$ cat config.mk
export PLATFORM = sky130hd
export DESIGN_NAME = alocador_vozes_flat
export DESIGN_NICKNAME = d
export VERILOG_FILES = /design/src/rtl/alocador_vozes_if.sv /design/src/rtl/alocador_vozes.sv /design/src/flat_wrapper.sv
export SDC_FILE = /design/constraint.sdc
export NUM_CORES = 1
export LEC_CHECK = 0
export CORE_MARGIN = 2
export CORE_UTILIZATION = 45
export CTS_BUF_LIST = sky130_fd_sc_hd__clkbuf_2 sky130_fd_sc_hd__clkbuf_4 sky130_fd_sc_hd__clkbuf_8
export DETAILED_ROUTE_END_ITERATION = 10
export GPL_ROUTABILITY_DRIVEN = 0
export PLACE_DENSITY = 0.64
export RECOVER_POWER = 100
export SLEW_MARGIN = 40
export SYNTH_ARGS = -nofsm -noshare
export SYNTH_HDL_FRONTEND = slang
export SYNTH_SLANG_ARGS = --single-unit
$ cat constraint.sdc
create_clock -name clk -period 8.7 [get_ports clk]
set_input_delay 1.74 -clock clk [delete_from_list [all_inputs] [get_ports clk]]
set_output_delay 1.74 -clock clk [all_outputs]
set_load 0.02 [all_outputs]
$ cat src/rtl/alocador_vozes_if.sv
`default_nettype none
// ============================================================================
//  Module   : alocador_vozes_if
//  Purpose  : Bundles the key inputs and the per-voice outputs of the voice
//             allocator.
//  Signals  : teclas        raw key levels, 1 = pressed (asynchronous)
//             voz_ativa     gate per voice
//             voz_tecla     key index per voice, voice v at [v*W_IDX +: W_IDX]
//             voz_disparo   one-cycle pulse when a voice is (re)assigned
//             voz_liberando 1 while a voice is in release hold
//             voz_roubo     one-cycle pulse when an active voice was stolen
//  Modports : slave  - allocator side
//             master - key source / voice generator side
//  Revision : 1.0 - initial release
// ============================================================================
interface alocador_vozes_if #(
  parameter int N_TECLAS = 10,
  parameter int N_VOZES  = 4,
  parameter int W_IDX    = 4
);
  logic [N_TECLAS-1:0]      teclas;
  logic [N_VOZES-1:0]       voz_ativa;
  logic [N_VOZES*W_IDX-1:0] voz_tecla;
  logic [N_VOZES-1:0]       voz_disparo;
  logic [N_VOZES-1:0]       voz_liberando;
  logic                     voz_roubo;

  modport slave (
    input  teclas,
    output voz_ativa, voz_tecla, voz_disparo, voz_liberando, voz_roubo
  );

  modport master (
    output teclas,
    input  voz_ativa, voz_tecla, voz_disparo, voz_liberando, voz_roubo
  );
endinterface
`default_nettype wire

$ cat src/rtl/alocador_vozes.sv
`default_nettype none
// ============================================================================
//  Module   : alocador_vozes
//  Purpose  : Polyphonic voice allocator. Scans the synchronised key vector
//             one key per cycle, detects press/release events and maps each
//             pressed key onto one of N_VOZES voices (retrigger, free voice,
//             releasing voice, or steal the oldest active voice).
//  Ports    : clk   - system clock, rising edge
//             rst_n - synchronous reset, active low
//             bus   - alocador_vozes_if.slave (keys in, voice outputs out)
//  Revision : 1.0 - initial release
// ============================================================================
module alocador_vozes #(
  parameter int N_TECLAS   = 10,
  parameter int N_VOZES    = 4,
  parameter int W_IDX      = 4,
  parameter int REL_CICLOS = 1024,
  parameter int W_IDADE    = 8
) (
  input  wire logic          clk,
  input  wire logic          rst_n,
  alocador_vozes_if.slave    bus
);

  localparam int W_REL = (REL_CICLOS > 1) ? $clog2(REL_CICLOS) : 1;
  localparam int W_VOZ = (N_VOZES > 1) ? $clog2(N_VOZES) : 1;
  localparam logic [W_REL-1:0]   C_REL_INI   = W_REL'(REL_CICLOS - 1);
  localparam logic [W_IDADE-1:0] C_IDADE_MAX = '1;
  localparam logic [W_IDX-1:0]   C_IDX_ULT   = W_IDX'(N_TECLAS - 1);

  typedef enum logic [1:0] {
    LIVRE     = 2'd0,
    ATIVA     = 2'd1,
    LIBERANDO = 2'd2
  } estado_voz_t;

  // Key synchroniser, scanner and per-key "press processed" flags
  logic [N_TECLAS-1:0] r_sync1;
  logic [N_TECLAS-1:0] r_teclas_s;
  logic [N_TECLAS-1:0] r_estado;
  logic [W_IDX-1:0]    r_idx;

  // Per-voice state
  estado_voz_t         r_voz   [N_VOZES];
  logic [W_REL-1:0]    r_rel   [N_VOZES];
  logic [W_IDADE-1:0]  r_idade [N_VOZES];
  logic [W_IDX-1:0]    r_tecla [N_VOZES];
  logic [N_VOZES-1:0]  r_ativa;
  logic [N_VOZES-1:0]  r_liberando;
  logic [N_VOZES-1:0]  r_disparo;
  logic                r_roubo;

  estado_voz_t         w_voz_nxt   [N_VOZES];
  logic [W_REL-1:0]    w_rel_nxt   [N_VOZES];
  logic [W_IDADE-1:0]  w_idade_nxt [N_VOZES];
  logic [W_IDX-1:0]    w_tecla_nxt [N_VOZES];
  logic [N_VOZES-1:0]  w_disparo_nxt;
  logic                w_roubo_nxt;

  // Event detection on the key currently under the scanner
  logic w_tecla_s, w_press, w_release;
  assign w_tecla_s = r_teclas_s[r_idx];
  assign w_press   =  w_tecla_s & ~r_estado[r_idx];
  assign w_release = ~w_tecla_s &  r_estado[r_idx];

  // Candidate search for every allocation rule; priority applied afterwards
  logic               w_ach_ret, w_ach_livre, w_ach_lib, w_ach_ativa, w_ach_sol;
  logic [W_VOZ-1:0]   w_sel_ret, w_sel_livre, w_sel_lib, w_sel_velha, w_sel_sol;
  logic [W_IDADE-1:0] w_idade_max;
  logic [W_VOZ-1:0]   w_sel;
  logic               w_roubar;

  always_comb begin
    w_ach_ret   = 1'b0;  w_sel_ret   = '0;
    w_ach_livre = 1'b0;  w_sel_livre = '0;
    w_ach_lib   = 1'b0;  w_sel_lib   = '0;
    w_ach_ativa = 1'b0;  w_sel_velha = '0;  w_idade_max = '0;
    w_ach_sol   = 1'b0;  w_sel_sol   = '0;
    for (int v = 0; v < N_VOZES; v++) begin
      if (r_voz[v] == LIBERANDO && r_tecla[v] == r_idx && !w_ach_ret) begin
        w_ach_ret = 1'b1;  w_sel_ret = W_VOZ'(v);
      end
      if (r_voz[v] == LIVRE && !w_ach_livre) begin
        w_ach_livre = 1'b1;  w_sel_livre = W_VOZ'(v);
      end
      if (r_voz[v] == LIBERANDO && !w_ach_lib) begin
        w_ach_lib = 1'b1;  w_sel_lib = W_VOZ'(v);
      end
      // Strict '>' while scanning upwards keeps ties on the lowest index
      if (r_voz[v] == ATIVA && (!w_ach_ativa || r_idade[v] > w_idade_max)) begin
        w_ach_ativa = 1'b1;  w_idade_max = r_idade[v];  w_sel_velha = W_VOZ'(v);
      end
      // Voice currently sounding this key, used on release
      if (r_voz[v] == ATIVA && r_tecla[v] == r_idx && !w_ach_sol) begin
        w_ach_sol = 1'b1;  w_sel_sol = W_VOZ'(v);
      end
    end

    w_roubar = 1'b0;
    if (w_ach_ret)        w_sel = w_sel_ret;
    else if (w_ach_livre) w_sel = w_sel_livre;
    else if (w_ach_lib)   w_sel = w_sel_lib;
    else begin
      w_sel    = w_sel_velha;
      w_roubar = w_ach_ativa;
    end
  end

  // Voice next-state logic
  always_comb begin
    w_roubo_nxt = w_press & w_roubar;
    for (int v = 0; v < N_VOZES; v++) begin
      w_voz_nxt[v]     = r_voz[v];
      w_rel_nxt[v]     = r_rel[v];
      w_idade_nxt[v]   = r_idade[v];
      w_tecla_nxt[v]   = r_tecla[v];
      w_disparo_nxt[v] = 1'b0;

      case (r_voz[v])
        ATIVA: begin
          if (r_idade[v] != C_IDADE_MAX) w_idade_nxt[v] = r_idade[v] + 1'b1;
        end
        LIBERANDO: begin
          if (r_rel[v] == '0) w_voz_nxt[v] = LIVRE;
          else                w_rel_nxt[v] = r_rel[v] - 1'b1;
        end
        default: ;
      endcase

      if (w_press && w_sel == W_VOZ'(v)) begin
        w_voz_nxt[v]     = ATIVA;
        w_tecla_nxt[v]   = r_idx;
        w_idade_nxt[v]   = '0;
        w_disparo_nxt[v] = 1'b1;
      end else if (w_release && w_ach_sol && w_sel_sol == W_VOZ'(v)) begin
        w_voz_nxt[v] = LIBERANDO;
        w_rel_nxt[v] = C_REL_INI;
      end
    end
  end

  // State registers
  always_ff @(posedge clk) begin
    if (!rst_n) begin
      r_sync1     <= '0;
      r_teclas_s  <= '0;
      r_estado    <= '0;
      r_idx       <= '0;
      r_ativa     <= '0;
      r_liberando <= '0;
      r_disparo   <= '0;
      r_roubo     <= 1'b0;
      for (int v = 0; v < N_VOZES; v++) begin
        r_voz[v]   <= LIVRE;
        r_rel[v]   <= '0;
        r_idade[v] <= '0;
        r_tecla[v] <= '0;
      end
    end else begin
      r_sync1    <= bus.teclas;
      r_teclas_s <= r_sync1;
      r_idx      <= (r_idx == C_IDX_ULT) ? '0 : r_idx + 1'b1;
      if (w_press)   r_estado[r_idx] <= 1'b1;
      if (w_release) r_estado[r_idx] <= 1'b0;
      r_disparo <= w_disparo_nxt;
      r_roubo   <= w_roubo_nxt;
      for (int v = 0; v < N_VOZES; v++) begin
        r_voz[v]       <= w_voz_nxt[v];
        r_rel[v]       <= w_rel_nxt[v];
        r_idade[v]     <= w_idade_nxt[v];
        r_tecla[v]     <= w_tecla_nxt[v];
        r_ativa[v]     <= (w_voz_nxt[v] == ATIVA);
        r_liberando[v] <= (w_voz_nxt[v] == LIBERANDO);
      end
    end
  end

  assign bus.voz_ativa     = r_ativa;
  assign bus.voz_liberando = r_liberando;
  assign bus.voz_disparo   = r_disparo;
  assign bus.voz_roubo     = r_roubo;

  generate
    for (genvar v = 0; v < N_VOZES; v++) begin : g_saida
      assign bus.voz_tecla[v*W_IDX +: W_IDX] = r_tecla[v];
    end
  endgenerate

endmodule
`default_nettype wire

$ cat src/flat_wrapper.sv
// flat-port wrapper written by rule: the top's interface ports become plain ports
module alocador_vozes_flat 
#(
  parameter int N_TECLAS   = 10,
  parameter int N_VOZES    = 4,
  parameter int W_IDX      = 4,
  parameter int REL_CICLOS = 1024,
  parameter int W_IDADE    = 8
)
  (clk, rst_n, bus_teclas, bus_voz_ativa, bus_voz_tecla, bus_voz_disparo, bus_voz_liberando, bus_voz_roubo);
  alocador_vozes_if #(.N_TECLAS(N_TECLAS), .N_VOZES(N_VOZES), .W_IDX(W_IDX)) bus_i ();
  input  wire logic clk;
  input  wire logic rst_n;
  input wire logic [$bits(bus_i.teclas)-1:0] bus_teclas;
  output wire logic [$bits(bus_i.voz_ativa)-1:0] bus_voz_ativa;
  output wire logic [$bits(bus_i.voz_tecla)-1:0] bus_voz_tecla;
  output wire logic [$bits(bus_i.voz_disparo)-1:0] bus_voz_disparo;
  output wire logic [$bits(bus_i.voz_liberando)-1:0] bus_voz_liberando;
  output wire logic [$bits(bus_i.voz_roubo)-1:0] bus_voz_roubo;
  assign bus_i.teclas = bus_teclas;
  assign bus_voz_ativa = bus_i.voz_ativa;
  assign bus_voz_tecla = bus_i.voz_tecla;
  assign bus_voz_disparo = bus_i.voz_disparo;
  assign bus_voz_liberando = bus_i.voz_liberando;
  assign bus_voz_roubo = bus_i.voz_roubo;
  alocador_vozes #(.N_TECLAS(N_TECLAS), .N_VOZES(N_VOZES), .W_IDX(W_IDX), .REL_CICLOS(REL_CICLOS), .W_IDADE(W_IDADE)) u_core (.clk(clk), .rst_n(rst_n), .bus(bus_i));
endmodule
==> flow_metrics.tcl <==
set metrics [dict create \
    synth_warnings 0 \
    mostFrequentLayoutCell "dfxtp_1" \
    yosysUniqueCellTypes 68 \
    clock_tree.buffer_depth 2 \
    numCtsBuffers 17 \
    min_path_type "flop to flop" \
    crit_family "compound AO/OA/AOI/OAI gates" \
    grt_max_degree 92 \
    endpoint_kind "flop" \
    total_power_w 0.00131 \
    r2r_slack_ns 1.12 \
    arrival_ns 7.76 \
    cap_viol_max_count 2 \
    hold_ws_ns 0.443 \
    cts_resized 0 \
    slew_headroom -1.70 \
    utilization 0.519 \
    overflow 0 \
    status "complete, but fails checks" \
    start_kind "flop" \
    layout_common_cells "143 x dfxtp_1, 67 x nand2_1, 67 x a21oi_1" \
    cts_tree "yes" \
    finalClockSkew_ns 0.0160 \
    worstPathRequired_ns 8.88 \
    ys_ff_latch 143 \
    synth_flop_cell "dfxtp_1" \
    critPathBufInv 2 \
    clk_pin_slew_ns 0.10 \
    grt_pass1_vias 5729 \
    worst_pin_slew_ns 4.05 \
    placed_cell_area_um2 7860 \
    vdd_ir_drop_max_mv 0.126 \
    cp_slowest_cell "a211oi_4" \
    wl_per_cell_um 15.2 \
    violations "capacitance limit, slew limit" \
    powerDensity_nw_per_um2 159 \
    viasPerCell 5.47 \
    via_count 5822 \
    rows 46 \
    wl_um 16200 \
    drive_gt1_frac 0.0802 \
    hold_buffers 0 \
    rsz0062_at_grt "no" \
    drc 0 \
    hold_viol_final 0 \
    crit_type "flop to flop" \
    worstPathMaxFanout 17 \
    period_needed_ns 7.58 \
    dp_hpwl_um 11900 \
    setup_viol 0 \
    final_max_slew_viol_count 149 \
    antenna_left 0 \
    grtUsageTotal 0.194 \
    fmax_ghz 0.132 \
    cts_root_buffer "clkbuf_8" \
    die_h_um 131 \
    tns_ns 0 \
    initial_core_util 0.459 \
    slowest_delay_ns 0.64 \
    leakage_nw 3.09 \
    grt_pass1_wl_um 27500 \
    port_buffers 40 \
    seq_area_frac_synth 0.392 \
    fin_crit_sh 0.872 \
    synth_edf_count 0 \
    htreeDepth 4 \
    area_growth_pct 13.0 \
    worstSkewPairLatency_ns 0.46 \
    synth_nets 852 \
    synth_area_um2 7290 \
    synth_top_area_frac 0.392 \
    post_cts_buffers 0 \
    diodes 0 \
    dieArea_um2 17200 \
    die_w_um 131 \
    antenna_found_initial 0 \
    coreArea_um2 15900 \
    postSynthAreaPerCell_um2 9.07 \
    cts.sinks 143 \
    async_flop_share 0 \
    dr.pass1.iters 4 \
    fin_area_um2 8240 \
    io_pins 41 \
    drt_iter0_markers 326 \
    synth_area_leaders "dfxtp_1 39%, ha_1 6.2%, a21oi_1 4.6%, xnor2_1 4.4%, xor2_1 4.0%" \
    syn-instance-count 804 \
    yosysTopAreaCell "dfxtp_1" \
    finalNetCount 883 \
]
-- worst reg2reg max path, cell delays in order, from the launching register on --
cell and delay, ns:
dfxtp_1 0.46, nor2b_2 0.55, nand2_1 0.21, ha_1 0.37, a21oi_1 0.08, o21ai_0 0.24, mux2i_1 0.18, a211oi_4 0.64
nor2_1 0.08, a21oi_1 0.21, ha_1 0.29, a21oi_1 0.14, o21ai_0 0.11, nand2b_1 0.15, o21ai_0 0.56, clkbuf_1 0.34
mux2_2 0.39, ha_1 0.31, and4b_1 0.19, a211oi_1 0.22, o211ai_1 0.13, and2_0 0.18, a211o_1 0.31, a221oi_4 0.64
buf_4 0.29, nor3_1 0.06
-- cell usage after synthesis, drive strengths merged, types with 17 or more instances --
library cell and instances:
a211oi 18, a21oi 67, and2 36, clkbuf 22
dfxtp 143, ha 36, inv 20, mux2i 26
nand2 68, nand3 17, nand4 21, nor2 53
nor3 48, o21ai 18, xnor2 37, xor2 33
-- through the flow --
stage,instances,setup WS [ns]
after global routing,1064,0.463
after CTS,1064,1.13
after detailed placement,1032,1.22
after global placement,1026,1.28
after floorplan,804,2.41
final,1064,1.12
-- layout make-up --
cell class | instances | area, µm²
fill | 1479 | 7640
multi-input combinational | 604 | 4170
sequential | 143 | 2860
timing repair buffer | 48 | 443
tap | 216 | 270
clock buffer | 17 | 234
clock inverter | 15 | 183
inverter | 21 | 78.8
-- flip-flops by register name (all words and copies together) (netlist names) --
register / count
u_core.bus.voz_ativa: 4
u_core.bus.voz_disparo: 4
u_core.bus.voz_liberando: 4
u_core.bus.voz_roubo: 1
u_core.r_estado: 10
u_core.r_idade: 32
u_core.r_idx: 4
u_core.r_rel: 40
u_core.r_sync1: 10
u_core.r_tecla: 16
u_core.r_teclas_s: 10
u_core.r_voz: 8
-- cells by family (layout without fill, tap and decap cells) --
| logic type | after synthesis | in the layout | share of synthesized area |
|---|---|---|---|
| and+or+nand+nor | 311 | 311 | 0.229 |
| AOI/OAI and AO/OA | 150 | 150 | 0.138 |
| DFF | 143 | 143 | 0.392 |
| xor gates and xnor gates | 70 | 70 | 0.0840 |
| buffers and inverters | 57 | 101 | 0.0355 |
| muxes | 37 | 37 | 0.0593 |
| adders and majority gates | 36 | 36 | 0.0617 |
-- worst paths after layout --
check / cells after the start / end / start
worst max-delay path: 25 / u_core.r_idade[2][1] / u_core.r_voz[0][0]
worst min-delay path: 1 / u_core.r_teclas_s[2] / u_core.r_sync1[2]
worst max register to register: 25 / u_core.r_idade[2][1] / u_core.r_voz[0][0]
worst min register to register: 1 / u_core.r_teclas_s[2] / u_core.r_sync1[2]
-- where the power goes --
group	leakage, nW	internal (W)	switching (W)
clock	0.213	0.000246	0.000300
combinational	1.72	0.0000342	0.0000503
sequential	1.16	0.000664	0.0000115
-- per-layer routing --
layer	track usage	up-vias	part of all wire
met5	0	-	0
met4	0.0670	0	0.017
met3	0.0440	23	0.027
met2	0.343	74	0.51
met1	0.231	2809	0.44
li1	-	2916	-
Power figures use the tool's default switching activity.
